--- config.mk ---
export PLATFORM = sky130hd
export DESIGN_NAME = power_trigger_hyst
export DESIGN_NICKNAME = d
export VERILOG_FILES = /design/src/rtl/power_trigger_hyst.sv
export SDC_FILE = /design/constraint.sdc
export NUM_CORES = 1
export LEC_CHECK = 0
export CORE_MARGIN = 4
export CORE_UTILIZATION = 25
export CTS_CLUSTER_SIZE = 28
export DETAILED_ROUTE_END_ITERATION = 12
export PLACE_DENSITY = 0.4
export RECOVER_POWER = 50
export SYNTH_ARGS = -nofsm -noshare
export SYNTH_HDL_FRONTEND = slang
export SYNTH_SLANG_ARGS = --single-unit
--- constraint.sdc ---
create_clock -name clock -period 9.92 [get_ports clock]
set_input_delay 2.976 -clock clock [delete_from_list [all_inputs] [get_ports clock]]
set_output_delay 2.976 -clock clock [all_outputs]
set_load 0.02 [all_outputs]
--- src/rtl/power_trigger_hyst.sv ---
// Packet power trigger: |I|+|Q| magnitude, 2^LOG2_WIN moving average, hysteretic trigger FSM.
// Optional macro POWER_TRIGGER_PEAK_EN adds a per-packet peak_level output.
module power_trigger_hyst #(
    parameter int IQ_WIDTH  = 16,
    parameter int LOG2_WIN  = 4,
    parameter int ADDR_HI   = 3,
    parameter int ADDR_LO   = 4,
    parameter int ADDR_HOLD = 5,
    parameter int ADDR_SKIP = 6
) (
    input  logic                    clock,
    input  logic                    reset,
    input  logic                    enable,
    input  logic                    set_stb,
    input  logic [7:0]              set_addr,
    input  logic [31:0]             set_data,
    input  logic [2*IQ_WIDTH-1:0]   sample_in,
    input  logic                    sample_in_strobe,
    output logic                    trigger,
    output logic                    trigger_start,
    output logic [IQ_WIDTH:0]       power_level
`ifdef POWER_TRIGGER_PEAK_EN
    ,
    output logic [IQ_WIDTH:0]       peak_level
`endif
);

    localparam int M   = IQ_WIDTH + 1;
    localparam int WIN = 1 << LOG2_WIN;
    localparam int SW  = M + LOG2_WIN;

    localparam logic [7:0] L_ADDR_HI   = 8'(ADDR_HI);
    localparam logic [7:0] L_ADDR_LO   = 8'(ADDR_LO);
    localparam logic [7:0] L_ADDR_HOLD = 8'(ADDR_HOLD);
    localparam logic [7:0] L_ADDR_SKIP = 8'(ADDR_SKIP);

    typedef enum logic [1:0] {
        S_SKIP   = 2'd0,
        S_IDLE   = 2'd1,
        S_PACKET = 2'd2
    } state_t;

    logic [M-1:0]  r_hi;
    logic [M-1:0]  r_lo;
    logic [15:0]   r_hold;
    logic [31:0]   r_skip;

    logic          w_adv;
    logic          w_skip_changed;

    assign w_adv          = enable & sample_in_strobe;
    assign w_skip_changed = enable & set_stb & (set_addr == L_ADDR_SKIP);

    // NOTE: sequential state uses non-blocking assignments so every register samples pre-edge values.
    always_ff @(posedge clock) begin
        if (reset) begin
            r_hi   <= M'(100);
            r_lo   <= M'(60);
            r_hold <= 16'd80;
            r_skip <= 32'd5000000;
        end else if (enable && set_stb) begin
            if (set_addr == L_ADDR_HI)   r_hi   <= set_data[M-1:0];
            if (set_addr == L_ADDR_LO)   r_lo   <= set_data[M-1:0];
            if (set_addr == L_ADDR_HOLD) r_hold <= set_data[15:0];
            if (set_addr == L_ADDR_SKIP) r_skip <= set_data;
        end
    end

    // Sign-extend by one bit so abs(most-negative) is representable.
    logic [M-1:0] w_i_ext, w_q_ext, w_abs_i, w_abs_q;

    assign w_i_ext = {sample_in[2*IQ_WIDTH-1], sample_in[2*IQ_WIDTH-1:IQ_WIDTH]};
    assign w_q_ext = {sample_in[IQ_WIDTH-1],   sample_in[IQ_WIDTH-1:0]};
    assign w_abs_i = w_i_ext[M-1] ? (~w_i_ext + M'(1)) : w_i_ext;
    assign w_abs_q = w_q_ext[M-1] ? (~w_q_ext + M'(1)) : w_q_ext;

    logic [M-1:0]  r_mag;
    logic [M-1:0]  r_win [WIN];
    logic [SW-1:0] r_sum;
    logic [M-1:0]  w_power;

    // NOTE: the window array is reset explicitly because the running sum assumes it starts at zero.
    always_ff @(posedge clock) begin
        if (reset) begin
            r_mag <= '0;
            r_sum <= '0;
            for (int k = 0; k < WIN; k++) r_win[k] <= '0;
        end else if (w_adv) begin
            r_mag    <= w_abs_i + w_abs_q;
            r_sum    <= r_sum + SW'(r_mag) - SW'(r_win[WIN-1]);
            r_win[0] <= r_mag;
            for (int k = 1; k < WIN; k++) r_win[k] <= r_win[k-1];
        end
    end

    assign w_power     = r_sum[SW-1:LOG2_WIN];
    assign power_level = w_power;

    state_t        r_state, w_state_next;
    logic [31:0]   r_count, w_count_next;
    logic          r_trigger, w_trigger_next;
    logic          r_trigger_start, w_start_next;

    always_ff @(posedge clock) begin
        if (reset) begin
            r_state         <= S_SKIP;
            r_count         <= '0;
            r_trigger       <= 1'b0;
            r_trigger_start <= 1'b0;
        end else begin
            r_state         <= w_state_next;
            r_count         <= w_count_next;
            r_trigger       <= w_trigger_next;
            r_trigger_start <= w_start_next;
        end
    end

    // NOTE: every output of this block gets a default first, so no path can infer a latch.
    always_comb begin
        w_state_next   = r_state;
        w_count_next   = r_count;
        w_trigger_next = r_trigger;
        w_start_next   = 1'b0;

        if (w_skip_changed && (r_state != S_SKIP)) begin
            w_state_next   = S_SKIP;
            w_count_next   = '0;
            w_trigger_next = 1'b0;
        end else if (w_adv) begin
            unique case (r_state)
                S_SKIP: begin
                    if (r_count >= r_skip) begin
                        w_state_next = S_IDLE;
                        w_count_next = '0;
                    end else begin
                        w_count_next = r_count + 32'd1;
                    end
                end
                S_IDLE: begin
                    if (w_power > r_hi) begin
                        w_state_next   = S_PACKET;
                        w_trigger_next = 1'b1;
                        w_start_next   = 1'b1;
                        w_count_next   = '0;
                    end
                end
                S_PACKET: begin
                    if (w_power < r_lo) begin
                        if (r_count >= {16'd0, r_hold}) begin
                            w_state_next   = S_IDLE;
                            w_trigger_next = 1'b0;
                        end else begin
                            w_count_next = r_count + 32'd1;
                        end
                    end else begin
                        w_count_next = '0;
                    end
                end
                default: begin
                    w_state_next   = S_SKIP;
                    w_count_next   = '0;
                    w_trigger_next = 1'b0;
                end
            endcase
        end
    end

    assign trigger       = r_trigger;
    assign trigger_start = r_trigger_start;

`ifdef POWER_TRIGGER_PEAK_EN
    logic [M-1:0] r_peak;

    // Restart at the entry level, then track the maximum while the packet lasts.
    always_ff @(posedge clock) begin
        if (reset) begin
            r_peak <= '0;
        end else if (w_start_next) begin
            r_peak <= w_power;
        end else if (w_adv && !w_skip_changed && (r_state == S_PACKET) && (w_power > r_peak)) begin
            r_peak <= w_power;
        end
    end

    assign peak_level = r_peak;
`endif

endmodule
# == Word-level counts from Yosys, hierarchy flattened ==
# Memories as Yosys holds them, arrays and structs flattened.
# Cells that the tools add are included.
# word_totals
regBits,156
input_bits,77
output_inout_bits,19
mem_bits_rw,272
mem_count,1
wordCells,107
# mem_list
memory,words,word_bits,rd,rd_clocked_by_memory_dff,write_ports,line,text
r_win,16,17,16,0,16,78,logic [M-1:0] r_win [WIN];
# classes
reduce_logical,13
n_lt_le_gt_ge,4
mux,38
bitwise,24
add_sub_neg,6
n_eq_ne,11
# op_table
op,count
$mux W17,18
$mux W32,4
$pmux W32 S3,1
$add A17 B1 Y17 const B,2
$not A17 Y17,2
$add A32 B1 Y32 const B,1
$ge A32 B16 Y1,1
$ge A32 B32 Y1,1
$eq A8 B3 Y1 const B,3
$add A21 B17 Y21,1
$sub A21 B17 Y21,1
$add A17 B17 Y17,1
$gt A17 B17 Y1,1
$lt A17 B17 Y1,1
$or A1 B1 Y1,16
$reduce_and A5 Y1,2
$mux W1,9
$eq A8 B2 Y1 const B,1
$mux W2,4
$ne A2 B2 Y1 const B,4
$reduce_and A2 Y1,4
$pmux W2 S3,1
$reduce_or A4 Y1,1
$and A1 B1 Y1,3
other kinds (10),13

# == Longest topological paths before layout ==
# depth
depth_word,5
mapped_depth,15
mapped_depth_nobuf,15

# == Worst setup path before layout ==
# Ideal clock, no wire load.
# synth_path
path_kind,input to register
from,input reset
to,memory r_win[0][0] in the netlist's numbering (enable)
setup_slack_ns,0.352
n_path_buf,2
t_required_ns,9.298
t_arrival_ns,8.946
path_stages,4
setup_ns,0.622
path_cell_list,clkbuf_1 > clkbuf_1 > nor2_1 > inv_1
# synth_rtl
element,line,text
from (decl),12,"input logic reset,"
to (decl),78,

==> results.cfg <==
[floorplanning]
initial_core_util_pct = 25.17
die_w_um = 297.8
core_um2 = 83420
die_y_um = 297.8
num_rows = 106
pin_count = 96
dieArea_um2 = 88710

[yosys]
ys_types = 77
ys_seq_area_share_pct = 53.76
synth_compound_area_share_pct = 10.50
synth_xor_xnor_area_share_pct = 1.918
synth-seq-cells = 428
avgSynthCellArea_um2 = 10.74
synthAdderAreaFrac_pct = 8.925
synth_top_family_by_area = simple AND/OR/NAND/NOR gates
synth_simple_gate_area_share_pct = 17.99
synth_edf_count = 272
yosysWarnings = 0
syn-cell-area_um2 = 21000
dominantRegCellSynth = edfxtp_1
synth_cells = 1956
synthArstFlopShare_pct = 0
syn_nets = 2172
synth_mux_area_share_pct = 1.591

[routing]
first_pass_iters = 4
wl_per_cell_um = 15.85
vias_per_cell = 4.414
wl_um = 49860
ant_nets = 0
first_iter_violations = 731
vias = 13887
drc = 0

[cts]
ctsRootBufferMaster = clkbuf_16
cts_resized = 0
cts_hold_buffers = 0
cts.sinks = 428
cts-htree-levels = 2
clk_pin_slew_ns = 0.06
cts_made_buffers = 49
clk_path_buf_depth = 3
post_cts_buffers = 0
cts_tree = built
clkLatencyLatePin_ns = 0.62

[power]
p_sw_mw = 1.296
power_frac_comb_pct = 17.8
p_seq_share_pct = 44.8
switching_share_pct = 28.11
clkPwrFrac_pct = 37.3
power_density_nw_per_um2 = 188.0
vdd_drop_max_v = 0.0001281
intPower_mw = 3.315
p_leak_nw = 9.216

[critical_path]
cp_max_fo = 97
path_class = in2reg
crit_path_top_delay_cell = clkbuf_1
cpLargestDelayFamily = buffers and inverters
arrival_ns = 7.72
max_stage_delay_ns = 1.86
path_buf_inv = 3
cp.required_ns = 10.37
path_cells = clkbuf_8 -> clkbuf_1 -> clkbuf_2 -> nor3b_1 -> a211oi_1 -> nand4_1
cp-end-kind = register
cp-start-kind = input pin

[final_layout]
syn_to_final_growth_pct = 16.76
drive_above_1_share_pct = 4.797
layout_common_cells = 272 x edfxtp_1, 185 x nand2_1, 183 x inv_1
finish.utilization_pct = 29.39
finalInstanceArea_um2 = 24520
nets = 2243
fill_cells = 8580
final_common_cell = edfxtp_1

[sta]
hold-worst-slack_ns = 0.4515
finalCritPeriodShare_pct = 73.32
setup_slack_ns = 2.647
finalSetupTns_ns = 0
setup_viol = 0
fmax_ghz = 0.1375
finalHoldViolations = 0
rsz0062_at_grt = false
relSlewSlack_pct = -68.77
fin_skew_ns = 0.04504
slew_viol_final = 263
worst_pin_slew_ns = 2.531
min_period_ns = 7.273

[status]
status = complete, but fails checks
violations = max-capacitance violations, max-slew violations

[job]
drv_cap = 5

[placed_design]
place_hpwl_um = 33480
io_buffers = 95
dpl_cell_area_um2 = 23050
routabilityCongestion = 0.7930
preCtsSetupSlack_ns = 3.384

[grt]
grt_pass1_wl_um = 79290
overflow = 0
grt_pass1_vias = 14015
grt_max_degree = 144
antenna_found_initial = 1
grt_use_total_pct = 11.03

[hold_path]
hold_class = reg2reg
## flip-flops by register name, indices dropped and copies added, names as in the netlist
signal / cells
r_sum: 21
r_state: 2
r_hold: 16
trigger: 1
r_skip: 32
r_lo: 17
r_hi: 17
trigger_start: 1
r_mag: 17
r_win: 272
r_count: 32
## cells in the mapped netlist, types with 17 or more instances
library cell	number	share of area (%)
edfxtp_1	272	39
nand2_1	185	3.3
inv_1	184	3.3
and2_1	165	4.9
dfxtp_1	156	15
a21oi_1	121	2.9
ha_1	121	7.2
nor2b_1	111	3.3
nor2_1	79	1.4
clkbuf_1	64	1.1
o21ai_0	47	1.1
nor3_1	45	1.1
xnor2_1	38	1.6
a21o_1	32	1.1
mux2i_1	30	1.4
a211o_1	21	0.88
nand4_1	19	0.57
buf_4	18	0.64
fa_1	18	1.7
nand3_1	17	0.41
## per-stage QoR
stage	instances	total power [mW]
floorplan	1956	2.704
global placement	3056	2.944
detailed placement	3056	2.948
CTS	3144	4.719
global route	3144	4.877
finish	3146	4.611
## tightest hold or removal path: cells and delay by family, from the launching register on
kind             cells  cell delay, ns
flip-flops           1            0.30
AND/OR/NAND/NOR      1            0.05
AO/OA/AOI/OAI        1            0.05
## path summary, 6_finish.rpt
check | cells past startpoint | from | end | slack (ns)
worst min register to register | 2 | r_mag[6]$_SDFFE_PP0P_ | r_mag[6]$_SDFFE_PP0P_ | 0.45
worst min-delay path | 2 | r_mag[6]$_SDFFE_PP0P_ | r_mag[6]$_SDFFE_PP0P_ | 0.45
worst max-delay path | 6 | reset | r_sum[20]$_SDFFE_PP0P_ | 2.65
worst max register to register | 10 | r_sum[11]$_SDFFE_PP0P_ | r_count[5]$_SDFFE_PP0P_ | 6.12
## power by group through the flow
stage | clock (mW) | sequential, mW | combinational [mW]
after floorplan | 0 | 2.09 | 0.617
after global placement | 0 | 2.11 | 0.834
after detailed placement | 0 | 2.11 | 0.840
after CTS | 1.80 | 2.07 | 0.845
after global routing | 1.86 | 2.08 | 0.937
final | 1.72 | 2.07 | 0.822
## layer usage
layer | track usage [%] | vias to the layer above | wire length [um]
li1 | - | 6939 | -
met1 | 15.03 | 6686 | 24020
met2 | 17.46 | 188 | 21930
met3 | 2.412 | 74 | 2481
met4 | 3.571 | 0 | 1427
met5 | 0 | - | 0
## final cells by class
cell class	instances	area, um^2	area share [%]
Clock inverter	19	186.4	0.7603
Sequential cell	428	11290	46.05
Inverter	184	698.2	2.847
Tap cell	1080	1351	5.511
Multi-Input combinational cell	1252	8581	34.99
Timing Repair Buffer	112	1077	4.393
Antenna cell	2	5.005	0.02041
Clock buffer	69	1331	5.429
## logic make-up (layout without fill, tap and decap cells)
group           Yosys count  count (layout)
flops                   428             428
xor+xnor                 46              46
fa+ha+maj               139             139
mux                      33              33
simple gates            706             706
other cells               0               2
buf+inv                 276             384
compound gates          328             328
No activity file was read; power rests on OpenSTA's default activity.
